### src/rtl/conv_tap_sequencer_pkg.sv
`default_nettype none
// ============================================================================
// Module      : conv_tap_sequencer_pkg
// Description : Shared constants for the convolution tap sequencer: FSM state
//               encodings and the default counter width.
// Revision    : 1.0 - initial release
// ============================================================================
package conv_tap_sequencer_pkg;

    // Byte width, used as the default counter/index width.
    localparam int c_BYTE          = 8;
    localparam int c_CNT_W_DEFAULT = c_BYTE;

    // Sequencer states
    localparam int         c_STATE_W  = 2;
    localparam logic [1:0] c_ST_IDLE  = 2'd0;
    localparam logic [1:0] c_ST_RUN   = 2'd1;
    localparam logic [1:0] c_ST_DONE  = 2'd2;

endpackage : conv_tap_sequencer_pkg
`default_nettype wire

### src/rtl/conv_tap_sequencer_wrap_counter.sv
`default_nettype none
// ============================================================================
// Module      : wrap_counter
// Description : One loop level of the tap iterator. Counts 0..LIMIT-1 on inc
//               and wraps to 0; wrap is the carry into the next outer level.
//               limit_sel forces an effective limit of 1 (level collapsed).
// Ports       : clk, reset (async, active-low), inc, clr (sync clear),
//               limit_sel, value [WIDTH-1:0], wrap
// Revision    : 1.0 - initial release
// ============================================================================
module wrap_counter #(
    parameter int WIDTH = 8,
    parameter int LIMIT = 2
) (
    input  logic             clk,
    input  logic             reset,
    input  logic             inc,
    input  logic             clr,
    input  logic             limit_sel,
    output logic [WIDTH-1:0] value,
    output logic             wrap
);

    localparam logic [WIDTH-1:0] c_LAST = WIDTH'(LIMIT - 1);

    logic [WIDTH-1:0] r_value;
    logic [WIDTH-1:0] w_last;
    logic             w_at_last;

    // A collapsed level has a single value (0), so it wraps on every inc.
    assign w_last    = limit_sel ? '0 : c_LAST;
    assign w_at_last = (r_value == w_last);
    assign wrap      = inc && w_at_last;
    assign value     = r_value;

    always_ff @(posedge clk or negedge reset) begin
        if (!reset) begin
            r_value <= '0;
        end else if (clr) begin
            r_value <= '0;
        end else if (inc) begin
            r_value <= w_at_last ? '0 : r_value + WIDTH'(1);
        end
    end

endmodule : wrap_counter
`default_nettype wire

### src/rtl/conv_tap_sequencer.sv
`default_nettype none
// ============================================================================
// Module      : conv_tap_sequencer
// Description : Convolution tap iterator. Walks out_ch > out_row > out_col >
//               ker_row > ker_col > in_ch and presents one input-tap address
//               per beat over valid/ready. Padding taps are skipped at one per
//               cycle without a beat. Supports a depthwise mode (in_ch follows
//               out_ch), abort, and a start/busy/done handshake.
// Ports       : clk, reset (async, active-low), start, depthwise, abort,
//               busy, done, tap_valid/tap_ready/tap_first, in_row/in_col
//               (signed), in_ch, ker_row, ker_col, out_ch, out_row, out_col,
//               pix_save, save_ch, save_row, save_col
// Revision    : 1.0 - initial release
// ============================================================================
module conv_tap_sequencer
    import conv_tap_sequencer_pkg::*;
#(
    parameter int CNT_W   = c_CNT_W_DEFAULT,
    parameter int IMG_H   = 32,
    parameter int IMG_W   = 32,
    parameter int OUT_H   = 32,
    parameter int OUT_W   = 32,
    parameter int KER_H   = 5,
    parameter int KER_W   = 5,
    parameter int IN_CH   = 3,
    parameter int OUT_CH  = 32,
    parameter int STRIDE  = 1,
    parameter int PADDING = 2
) (
    input  logic                    clk,
    input  logic                    reset,
    input  logic                    start,
    input  logic                    depthwise,
    input  logic                    abort,
    output logic                    busy,
    output logic                    done,
    output logic                    tap_valid,
    input  logic                    tap_ready,
    output logic                    tap_first,
    output logic signed [CNT_W+1:0] in_row,
    output logic signed [CNT_W+1:0] in_col,
    output logic [CNT_W-1:0]        in_ch,
    output logic [CNT_W-1:0]        ker_row,
    output logic [CNT_W-1:0]        ker_col,
    output logic [CNT_W-1:0]        out_ch,
    output logic [CNT_W-1:0]        out_row,
    output logic [CNT_W-1:0]        out_col,
    output logic                    pix_save,
    output logic [CNT_W-1:0]        save_ch,
    output logic [CNT_W-1:0]        save_row,
    output logic [CNT_W-1:0]        save_col
);

    localparam int AW = CNT_W + 2;

    localparam logic [AW-1:0] c_STRIDE_X = AW'(STRIDE);
    localparam logic [AW-1:0] c_PAD_X    = AW'(PADDING);
    localparam logic [AW-1:0] c_IMG_H_X  = AW'(IMG_H);
    localparam logic [AW-1:0] c_IMG_W_X  = AW'(IMG_W);

    logic [c_STATE_W-1:0] r_state;
    logic [c_STATE_W-1:0] w_state_next;
    logic                 r_depthwise;
    logic                 r_first_armed;
    logic                 r_pix_save;
    logic [CNT_W-1:0]     r_save_ch;
    logic [CNT_W-1:0]     r_save_row;
    logic [CNT_W-1:0]     r_save_col;

    logic [CNT_W-1:0] w_cnt_in_ch;
    logic [CNT_W-1:0] w_ker_row;
    logic [CNT_W-1:0] w_ker_col;
    logic [CNT_W-1:0] w_out_ch;
    logic [CNT_W-1:0] w_out_row;
    logic [CNT_W-1:0] w_out_col;

    logic w_wrap_in_ch;
    logic w_wrap_ker_col;
    logic w_wrap_ker_row;
    logic w_wrap_out_col;
    logic w_wrap_out_row;
    logic w_wrap_out_ch;

    logic [AW-1:0] w_in_row;
    logic [AW-1:0] w_in_col;
    logic          w_in_bounds;
    logic          w_run;
    logic          w_retire;
    logic          w_accept;
    logic          w_start_ok;

    assign w_run      = (r_state == c_ST_RUN);
    assign w_start_ok = (r_state == c_ST_IDLE) && start && !abort;

    // ------------------------------------------------------------------
    // Input coordinate and padding check. Sums are formed unsigned in AW
    // bits and then read as two's complement; the parameter constraint
    // keeps the largest positive sum below 2^(CNT_W+1).
    // ------------------------------------------------------------------
    assign w_in_row = c_STRIDE_X * {2'b00, w_out_row} + {2'b00, w_ker_row} - c_PAD_X;
    assign w_in_col = c_STRIDE_X * {2'b00, w_out_col} + {2'b00, w_ker_col} - c_PAD_X;

    assign w_in_bounds = ($signed(w_in_row) >= $signed(AW'(0)))
                      && ($signed(w_in_col) >= $signed(AW'(0)))
                      && ($signed(w_in_row) <  $signed(c_IMG_H_X))
                      && ($signed(w_in_col) <  $signed(c_IMG_W_X));

    // A tap retires either when its beat is accepted or, for a padding
    // tap, unconditionally (skip costs one cycle, produces no beat).
    assign w_accept = tap_valid && tap_ready;
    assign w_retire = w_run && (!w_in_bounds || tap_ready);

    // ------------------------------------------------------------------
    // Loop nest: in_ch innermost, chained by wrap carries.
    // ------------------------------------------------------------------
    wrap_counter #(.WIDTH(CNT_W), .LIMIT(IN_CH)) u_cnt_in_ch (
        .clk(clk), .reset(reset), .inc(w_retire), .clr(abort),
        .limit_sel(r_depthwise), .value(w_cnt_in_ch), .wrap(w_wrap_in_ch)
    );
    wrap_counter #(.WIDTH(CNT_W), .LIMIT(KER_W)) u_cnt_ker_col (
        .clk(clk), .reset(reset), .inc(w_wrap_in_ch), .clr(abort),
        .limit_sel(1'b0), .value(w_ker_col), .wrap(w_wrap_ker_col)
    );
    wrap_counter #(.WIDTH(CNT_W), .LIMIT(KER_H)) u_cnt_ker_row (
        .clk(clk), .reset(reset), .inc(w_wrap_ker_col), .clr(abort),
        .limit_sel(1'b0), .value(w_ker_row), .wrap(w_wrap_ker_row)
    );
    wrap_counter #(.WIDTH(CNT_W), .LIMIT(OUT_W)) u_cnt_out_col (
        .clk(clk), .reset(reset), .inc(w_wrap_ker_row), .clr(abort),
        .limit_sel(1'b0), .value(w_out_col), .wrap(w_wrap_out_col)
    );
    wrap_counter #(.WIDTH(CNT_W), .LIMIT(OUT_H)) u_cnt_out_row (
        .clk(clk), .reset(reset), .inc(w_wrap_out_col), .clr(abort),
        .limit_sel(1'b0), .value(w_out_row), .wrap(w_wrap_out_row)
    );
    wrap_counter #(.WIDTH(CNT_W), .LIMIT(OUT_CH)) u_cnt_out_ch (
        .clk(clk), .reset(reset), .inc(w_wrap_out_row), .clr(abort),
        .limit_sel(1'b0), .value(w_out_ch), .wrap(w_wrap_out_ch)
    );

    // ------------------------------------------------------------------
    // Control FSM
    // ------------------------------------------------------------------
    always_ff @(posedge clk or negedge reset) begin
        if (!reset) begin
            r_state <= c_ST_IDLE;
        end else begin
            r_state <= w_state_next;
        end
    end

    always_comb begin
        w_state_next = r_state;
        if (abort) begin
            w_state_next = c_ST_IDLE;
        end else begin
            case (r_state)
                c_ST_IDLE: if (start)         w_state_next = c_ST_RUN;
                c_ST_RUN:  if (w_wrap_out_ch) w_state_next = c_ST_DONE;
                c_ST_DONE:                    w_state_next = c_ST_IDLE;
                default:                      w_state_next = c_ST_IDLE;
            endcase
        end
    end

    // ------------------------------------------------------------------
    // Mode latch, first-beat flag and pixel-save bookkeeping
    // ------------------------------------------------------------------
    always_ff @(posedge clk or negedge reset) begin
        if (!reset) begin
            r_depthwise   <= 1'b0;
            r_first_armed <= 1'b0;
            r_pix_save    <= 1'b0;
            r_save_ch     <= '0;
            r_save_row    <= '0;
            r_save_col    <= '0;
        end else begin
            if (w_start_ok) begin
                r_depthwise <= depthwise;
            end

            // Re-arm on pixel change takes priority over clearing, so a
            // pixel whose last tap is an accepted beat still arms the next.
            if (abort) begin
                r_first_armed <= 1'b0;
            end else if (w_start_ok || w_wrap_ker_row) begin
                r_first_armed <= 1'b1;
            end else if (w_accept) begin
                r_first_armed <= 1'b0;
            end

            r_pix_save <= w_wrap_ker_row && !abort;
            if (w_wrap_ker_row && !abort) begin
                r_save_ch  <= w_out_ch;
                r_save_row <= w_out_row;
                r_save_col <= w_out_col;
            end
        end
    end

    // ------------------------------------------------------------------
    // Outputs
    // ------------------------------------------------------------------
    assign busy      = (r_state != c_ST_IDLE);
    assign done      = (r_state == c_ST_DONE);
    assign tap_valid = w_run && w_in_bounds;
    assign tap_first = tap_valid && r_first_armed;
    assign in_row    = $signed(w_in_row);
    assign in_col    = $signed(w_in_col);
    assign in_ch     = r_depthwise ? w_out_ch : w_cnt_in_ch;
    assign ker_row   = w_ker_row;
    assign ker_col   = w_ker_col;
    assign out_ch    = w_out_ch;
    assign out_row   = w_out_row;
    assign out_col   = w_out_col;
    assign pix_save  = r_pix_save;
    assign save_ch   = r_save_ch;
    assign save_row  = r_save_row;
    assign save_col  = r_save_col;

endmodule : conv_tap_sequencer
`default_nettype wire

### config.mk
export PLATFORM = sky130hd
export DESIGN_NAME = conv_tap_sequencer
export DESIGN_NICKNAME = d
export VERILOG_FILES = /design/src/rtl/conv_tap_sequencer_pkg.sv /design/src/rtl/conv_tap_sequencer_wrap_counter.sv /design/src/rtl/conv_tap_sequencer.sv
export SDC_FILE = /design/constraint.sdc
export NUM_CORES = 1
export LEC_CHECK = 0
export CELL_PAD_IN_SITES_DETAIL_PLACEMENT = 2
export CELL_PAD_IN_SITES_GLOBAL_PLACEMENT = 2
export CORE_ASPECT_RATIO = 1.4
export CORE_UTILIZATION = 32
export CTS_CLUSTER_SIZE = 30
export DETAILED_ROUTE_END_ITERATION = 10
export GPL_TIMING_DRIVEN = 1
export PLACE_DENSITY_LB_ADDON = 0.1
export REMOVE_ABC_BUFFERS = 1
export SYNTH_ARGS = -nofsm -noshare
export SYNTH_HDL_FRONTEND = slang
export SYNTH_HIERARCHICAL = 1
export SYNTH_SLANG_ARGS = --single-unit
### constraint.sdc
create_clock -name clk -period 7.17 [get_ports clk]
set_input_delay 1.434 -clock clk [delete_from_list [all_inputs] [get_ports clk]]
set_output_delay 1.434 -clock clk [all_outputs]
set_load 0.03 [all_outputs]
# Word-level counts from Yosys, hierarchy flattened
# Cells that the tools add are included.
# totals
regBits,77
input_bits,6
output_inout_bits,97
elab_cells,94
# classes
add_sub_neg,10
order_cmp,4
eq_ne,10
n_mux,27
n_reduce_logical,30
# op_table
operator,count
two-way mux 8 bit,19
adder 8 x 1 -> 8 bit (second input constant),6
== test 8 x 5 -> 1 bit (second input constant),3
>= comparator 10 x 1 -> 1 bit (second input constant),2
less-than comparator 10 x 7 -> 1 bit (second input constant),2
subtractor 9 x 2 -> 10 bit (second input constant),2
adder 8 x 8 -> 9 bit,2
== test 8 x 3 -> 1 bit (second input constant),2
logical AND 1 bit,16
nonzero test 2 bit,7
== test 8 bit,1
two-way mux 2 bit,4
case mux 2 bit (2 select lines),1
two-way mux 1 bit,3
inequality test 3 x 2 -> 1 bit (second input constant),1
inequality test 3 bit (second input constant),1
nonzero test 3 bit,1
== test 2 x 1 -> 1 bit (second input constant),1
== test 2 bit (second input constant),1
zero test 1 bit,2
zero test 2 bit,1
logical OR 1 bit,2
AND reduction 2 bit,1

# Longest topological paths before layout
# depth
word_depth,18
ltp_mapped,27
mapped_depth_nobuf,24

# Cells and area by module
# The synthesis kept the hierarchy.
# by_module_without_submodules
mod,instances,cells_per_inst,area_per_inst_um2,seq_area_each_um2
conv_tap_sequencer,1,268,2323.5,725.7
wrap_counter (u_cnt_out_ch ...),3,49,503.0,200.2
wrap_counter (u_cnt_ker_col ...),2,49,484.2,200.2
wrap_counter (u_cnt_in_ch),1,47,466.7,200.2

# Worst setup path after synthesis
# OpenSTA, ideal clock, no wires.
# synth_timing
path_kind,register to register
startpoint,reg u_cnt_out_row.r_value[1] (netlist: u_cnt_out_row/value[1])
endpoint,reg u_cnt_out_ch.r_value[2] (netlist: u_cnt_out_ch/value[2])
setup_time_ns,0.123
t_arrival_ns,6.685
required_ns,7.047
path_slack_ns,0.362
stages_incl_launch_ff,27
n_path_buf,3
synth_period_minus_slack_ns,6.808
path_cell_list,dfrtp_1 > inv_1 > ha_1 > inv_1 > ha_1 > inv_1 > fa_1 > nor2b_1 > o21ai_0 > a21oi_1 > or3_1 > a41o_1 > o311a_1 > inv_1 > nor4_1 > inv_1 > nor4_1 > inv_1 > nor4_1 > buf_4 > and2_1 > buf_4 > and2_1 > buf_4 > or4b_4 > o21bai_4 > nor2_1
# synth_between
elab_chain_len,15
elab_cells_between_ends,17
cone_classes,add/sub: 2; order compare: 2; eq/ne: 1; reduce/logical: 12
# synth_rtl
element,line_no,rtl
start: declaration,conv_tap_sequencer_wrap_counter.sv:26,logic [WIDTH-1:0] r_value;
start signal: assignment,conv_tap_sequencer_wrap_counter.sv:42,r_value <= w_at_last ? '0 : r_value + WIDTH'(1);
adder 8 x 8 -> 9 bit (*),conv_tap_sequencer.sv:100,"assign w_in_row = c_STRIDE_X * {2'b00, w_out_row} + {2'b00, w_ker_row} - c_PAD_X;"
subtractor 9 x 2 -> 10 bit (*),conv_tap_sequencer.sv:100,
via in_row[5],conv_tap_sequencer.sv:40,"output logic signed [CNT_W+1:0] in_row,"
>= comparator 10 x 1 -> 1 bit,conv_tap_sequencer.sv:103,assign w_in_bounds = ($signed(w_in_row) >= $signed(AW'(0)))
logical AND 1 bit,conv_tap_sequencer.sv:104,&& ($signed(w_in_col) >= $signed(AW'(0)))
logical AND 1 bit (*),conv_tap_sequencer.sv:105,&& ($signed(w_in_row) < $signed(c_IMG_H_X))
logical AND 1 bit (*),conv_tap_sequencer.sv:106,&& ($signed(w_in_col) < $signed(c_IMG_W_X));
zero test 1 bit (*),conv_tap_sequencer.sv:111,assign w_retire = w_run && (!w_in_bounds || tap_ready);
[... 2 more ...],n/a,
via w_retire,conv_tap_sequencer.sv:88,logic w_retire;
[... 1 more ...],n/a,
via w_wrap_in_ch,conv_tap_sequencer.sv:77,logic w_wrap_in_ch;
[... 1 more ...],n/a,
via w_wrap_ker_col,conv_tap_sequencer.sv:78,logic w_wrap_ker_col;
logical AND 1 bit (*),conv_tap_sequencer_wrap_counter.sv:33,assign wrap = inc && w_at_last;
via w_wrap_ker_row,conv_tap_sequencer.sv:79,logic w_wrap_ker_row;
logical AND 1 bit (*),conv_tap_sequencer_wrap_counter.sv:33,
via w_wrap_out_col,conv_tap_sequencer.sv:80,logic w_wrap_out_col;
logical AND 1 bit (*),conv_tap_sequencer_wrap_counter.sv:33,
via w_wrap_out_row,conv_tap_sequencer.sv:81,logic w_wrap_out_row;
nonzero test 2 bit (no line) (*),n/a,
end signal: assignment,conv_tap_sequencer_wrap_counter.sv:42,
end: declaration,conv_tap_sequencer_wrap_counter.sv:26,
# Mark *: on every way through the listed nets, which the timed path passes. The rest lies on a longest branch.
# A chain may end at the register's enable or synchronous reset.

# Final worst setup path
# layout_timing
startpoint,reg u_cnt_out_col.r_value[1] (netlist: u_cnt_out_col/value[1])
endpoint,reg u_cnt_out_ch.r_value[5] (netlist: u_cnt_out_ch/value[5])
# layout_between
elab_chain_len,15
elab_cells_between_ends,17
cone_classes,add/sub: 2; order compare: 2; eq/ne: 1; reduce/logical: 12
# layout_rtl
element,line_no,rtl
start: declaration,conv_tap_sequencer_wrap_counter.sv:26,
start signal: assignment,conv_tap_sequencer_wrap_counter.sv:42,
adder 8 x 8 -> 9 bit (*),conv_tap_sequencer.sv:101,"assign w_in_col = c_STRIDE_X * {2'b00, w_out_col} + {2'b00, w_ker_col} - c_PAD_X;"
subtractor 9 x 2 -> 10 bit (*),conv_tap_sequencer.sv:101,
>= comparator 10 x 1 -> 1 bit,conv_tap_sequencer.sv:104,
logical AND 1 bit,conv_tap_sequencer.sv:104,
logical AND 1 bit,conv_tap_sequencer.sv:105,
logical AND 1 bit (*),conv_tap_sequencer.sv:106,
zero test 1 bit (*),conv_tap_sequencer.sv:111,
logical OR 1 bit (*),conv_tap_sequencer.sv:111,
[... 1 more ...],n/a,
via w_retire,conv_tap_sequencer.sv:88,
[... 1 more ...],n/a,
via w_wrap_in_ch,conv_tap_sequencer.sv:77,
[... 1 more ...],n/a,
via w_wrap_ker_col,conv_tap_sequencer.sv:78,
logical AND 1 bit (*),conv_tap_sequencer_wrap_counter.sv:33,
via w_wrap_ker_row,conv_tap_sequencer.sv:79,
logical AND 1 bit (*),conv_tap_sequencer_wrap_counter.sv:33,
via w_wrap_out_col,conv_tap_sequencer.sv:80,
logical AND 1 bit (*),conv_tap_sequencer_wrap_counter.sv:33,
via w_wrap_out_row,conv_tap_sequencer.sv:81,
nonzero test 2 bit (no line) (*),n/a,
# Marks and branches as above.

==> parameters.txt <==
Parameter                              Value

Timing
  Setup repair after global routing missed its margin    false
  Worst hold slack    slightly below 0.5 ns
  Final WS setup    0.635 ns
  Number of setup violations in the final report    0
  Highest Clock Rate    approximately 150 MHz
  Number of endpoints with negative hold slack in the final report    0
  Max Clock Skew    between 0.008 and 0.009 ns
  Final Max Slew Viols    0
  Post-route fraction of the period consumed by the critical path    91.1%
  Transition time at the pin with the least slew margin    between 1 and 1.5 ns
  Clock period minus worst slack    ~6.5 ns
  Rel. slew slack    30.7%

Setup path
  R2R Path Start    u_cnt_out_col/value[1]
  Destination of the worst register-to-register timing path    u_cnt_out_ch/value[5]
  Maximum fanout count along the critical path    12
  Critical path data required time    roughly 7.4 ns
  Kind of end point of the critical path    flop
  Crit Path Category    flop to flop
  R2R setup slack    0.63 ns
  Data arrival at the endpoint of the critical path    6.77 ns
  Depth of the worst register-to-register path    26
  CP startpoint kind    flop

Power
  Leakage component of the power    2.89 nW
  Worst-case vdd ir drop    0.0000786 V
  Internal Pwr Total    814 uW
  Net load switching power    approximately 270 uW
  Power density of the placed cells    about 160 mW/mm^2
  Register share of total power    between 40% and 50%
  Sw frac    24.7%
  Clock power frac    50.5%
  Combinational power share    8.1%
  Total chip power    1.08 mW

Cells and area
  Count of filler cells inserted in the layout    1,796
  Inserted Diodes    0
  Fraction of layout cells with a size suffix above 1    11.0%
  P&R area growth vs syn    30.7%
  Total area of multi-input combinational cells    0.00300 sq mm
  NumNets Final    between 700 and 800
  Footprint of the flip-flops and latches    0.00193 sq mm

Synth
  Synth Area in Adders    9.79%
  Share of Yosys cell area claimed by the top area cell type    roughly 37%
  Synthesized area per cell    roughly 9.4 sq um
  Synthesized-area fraction occupied by ao, oa, aoi and oai cells    roughly 17%
  Multiplexer fraction of the synthesized cell area    4.06%
  Combinational family with the most area after synthesis    simple AND/OR/NAND/NOR gates
  Number of instances in the synthesized netlist    560
  Number of warnings issued by yosys    6
  Count of different cell masters after synthesis    59
  Share of synthesized registers carrying an async set or reset    100%
  Number of synthesized flops with an enable pin    0
  Xor/xnor share of the synthesized area    5.65%
  Synth area leaders    sky130_fd_sc_hd__dfrtp_1, sky130_fd_sc_hd__ha_1, sky130_fd_sc_hd__inv_1
  Largest area contributor in the netlist    sky130_fd_sc_hd__dfrtp_1
  Number of flip-flops and latches in the synthesized netlist    77
  Simple-gate portion of the synthesized area    19.6%
  Total standard cell area after synthesis    0.00527 sq mm
  Part of the Yosys area used for sequential elements    36.6%
  Flip-flop cell with the highest count after synthesis    sky130_fd_sc_hd__dfrtp_1

Clocking
  Clk pin slew, worst setup/hold paths    around 0.07 ns
  Insertion delay of the later-clocked pin in the worst-skew pair    0.35 ns
  Post-CTS setup-driven buffer insertion count    0
  Longest Clk Path Bufs    2
  CTS tree    yes
  CTS Hold Buffers Added    0
  Number of H-tree levels    3
  Post-cts repair resize count    0
  Clock sinks    77
  Number of clock buffers inserted by TritonCTS    9
  Root Buffer Master    sky130_fd_sc_hd__clkbuf_16

GRT
  Maximum number of pins on one net before global-route repair    78
  First-pass GRT wire length    27,400 microns
  GRT Residual Overflow    0
  All-layer global routing usage    20.3%
  Initial antenna violation count    0
  Number of global-route vias before repair    5,063

Run status
  Status    finished, final reports clean

Floorplan
  Die height    between 150 and 200 microns
  Die width    110 microns
  Top-Level Pins    103
  Initial Util    32.7%
  Placement row count    55
  Area of the core    0.0161 sq mm
  Full die area    0.0170 sq mm

Routing
  First-pass iteration count of the detailed router    4
  Detailed Route Iter0 Violations    88
  Total via count in the routed design    4,610
  Post-detailed-route wirelength per cell    18.9 microns
  Detailed-route vias per instance    5.24
  Final wirelength    16,600 microns
  Number of nets still failing antenna checks after routing    0
  Number of DRC violations after detailed routing    0

Worst hold path
  Startpoint of the most critical hold path    save_row[4]
  Cell depth of the worst min-delay path    2
  Worst min-delay path category    flop to flop
  Worst-case hold path end point    save_row[4]

Run
  MaxCap Viol Count    0

Placed design
  IO buf count    ~100
  GP Congestion    0.796
  Place WS    about 0.61 ns
  Final HPWL from detailed placement    12,500 microns
[power groups by stage]
stage	sequential (mW)	clock, mW	combinational (mW)
floorplan	0.455	0	0.0495
global placement	0.455	0	0.0864
detailed placement	0.456	0	0.0888
CTS	0.447	0.560	0.0893
global route	0.449	0.570	0.0959
finish	0.448	0.546	0.0874
[placed cells by master, fill, tap and decap left out, drive strengths merged, types with 4 or more instances in the layout]
master	netlist	final
clkbuf	7	9
or3	11	11
o32ai	6	6
and3	6	6
nand4	4	4
o311ai	6	6
nand2	42	42
buf	3	6
o21ai	33	33
o31a	4	4
xor2	21	21
o211ai	5	5
ha	38	38
a21oi	30	30
nor4	8	8
nor2b	6	6
nor2	44	44
xnor2	13	13
o21a	7	7
inv	81	82
dfrtp	77	77
conb	1	8
nor3	7	7
o22ai	4	4
o2111ai	6	6
mux2	19	19
and2	4	4
nand2b	7	7
clkdlybuf4s50	0	101
or4b	5	5
nand3	16	16
[per-stage QoR]
| stage | TNS (ns) | util, % | instance area, sq um | std cells |
|---|---|---|---|---|
| 2_1_floorplan | -0.262 | - | 5230 | 557 |
| 3_3_place_gp | 0 | 40.6 | 6540 | 863 |
| 3_5_place_dp | 0 | 40.6 | 6540 | 863 |
| 4_1_cts | 0 | 42.7 | 6880 | 879 |
| 5_1_grt | 0 | 42.7 | 6880 | 879 |
| 6_report | 0 | 42.7 | 6880 | 879 |
[worst max-delay path, cell delays in order (launching register included)]
cell and delay (ns):
sky130_fd_sc_hd__dfrtp_1 0.49, sky130_fd_sc_hd__inv_1 0.13, sky130_fd_sc_hd__ha_1 0.32, sky130_fd_sc_hd__inv_1 0.07
sky130_fd_sc_hd__ha_1 0.19, sky130_fd_sc_hd__inv_1 0.06, sky130_fd_sc_hd__fa_1 0.41, sky130_fd_sc_hd__nor2b_1 0.19
sky130_fd_sc_hd__o21ai_0 0.10, sky130_fd_sc_hd__a21oi_1 0.29, sky130_fd_sc_hd__or3_1 0.19, sky130_fd_sc_hd__a41o_1 0.20
sky130_fd_sc_hd__o311a_1 0.33, sky130_fd_sc_hd__inv_1 0.17, sky130_fd_sc_hd__nor4_1 0.32, sky130_fd_sc_hd__buf_4 0.20
sky130_fd_sc_hd__inv_1 0.11, sky130_fd_sc_hd__nor4_1 0.30, sky130_fd_sc_hd__buf_4 0.19, sky130_fd_sc_hd__inv_1 0.11
sky130_fd_sc_hd__nor4_2 0.28, sky130_fd_sc_hd__buf_4 0.22, sky130_fd_sc_hd__and2_1 0.35, sky130_fd_sc_hd__and2_1 0.38
sky130_fd_sc_hd__or4b_4 0.53, sky130_fd_sc_hd__o21bai_4 0.19, sky130_fd_sc_hd__nor2_1 0.09
[how the worst max path moves through the flow]
stage	start	end	slack (ns)	depth (start not counted)
finish	u_cnt_out_col/value[1]	u_cnt_out_ch/value[5]	0.63	26
global route	u_cnt_out_col/value[1]	u_cnt_out_ch/value[5]	0.05	26
CTS	u_cnt_out_col/value[1]	u_cnt_out_ch/value[5]	0.54	26
detailed placement	u_cnt_out_col/value[1]	u_cnt_out_ch/value[5]	0.61	26
global placement	u_cnt_out_col/value[1]	u_cnt_out_ch/value[3]	0.86	26
floorplan	u_cnt_out_row/value[1]	u_cnt_out_ch/value[2]	-0.04	23
[cells in the mapped netlist, drive strengths merged, types with 2 or more instances]
library cell,count
inv,81
dfrtp,77
nor2,44
nand2,42
ha,38
o21ai,33
a21oi,30
xor2,21
mux2,19
nand3,16
xnor2,13
or3,11
nor4,8
clkbuf,7
nand2b,7
nor3,7
o21a,7
and3,6
nor2b,6
o2111ai,6
o311ai,6
o32ai,6
o211ai,5
or4b,5
and2,4
nand4,4
o22ai,4
o31a,4
and3b,3
buf,3
nand3b,3
nand4b,3
nor3b,3
nor4b,3
o21bai,3
o2bb2a,3
o41ai,3
a21o,2
fa,2
or2,2
[layer usage]
metal	part of all wire [%]	global-route usage, %	vias to the layer above	wire (microns)
met3	2.1	2.13	13	342
met5	0	0	-	0
met4	1.4	6.67	0	227
li1	-	-	2171	-
met1	43	24.7	2361	7200
met2	53	37.1	65	8830
[cells by family (layout without fill, tap and decap cells)]
kind of cell               after synthesis  count (layout)
DFF                                     77              77
AOI/OAI and AO/OA                      118             118
and+or+nand+nor                        180             180
buffers and inverters                   91             204
other                                    1               8
muxes                                   19              19
xor gates and xnor gates                34              34
adders and majority gates               40              40
[sequential cells by signal, indices dropped and copies added (netlist names)]
register             flops
save_ch                  8
r_first_armed            1
u_cnt_in_ch/value        8
pix_save                 1
u_cnt_out_ch/value       8
save_col                 8
u_cnt_out_row/value      8
u_cnt_ker_col/value      8
u_cnt_ker_row/value      8
r_state                  2
u_cnt_out_col/value      8
save_row                 8
r_depthwise              1
[layout make-up]
type                    count  share of cell area, %
inverters                  81                   4.42
multi-input cells         399                   43.6
well taps                 199                   3.62
repair buffers            107                   15.3
flip-flops and latches     77                   28.0
clock inverters             7                   1.76
clock buffers               9                   3.27
No activity file was read; power rests on OpenSTA's default activity.
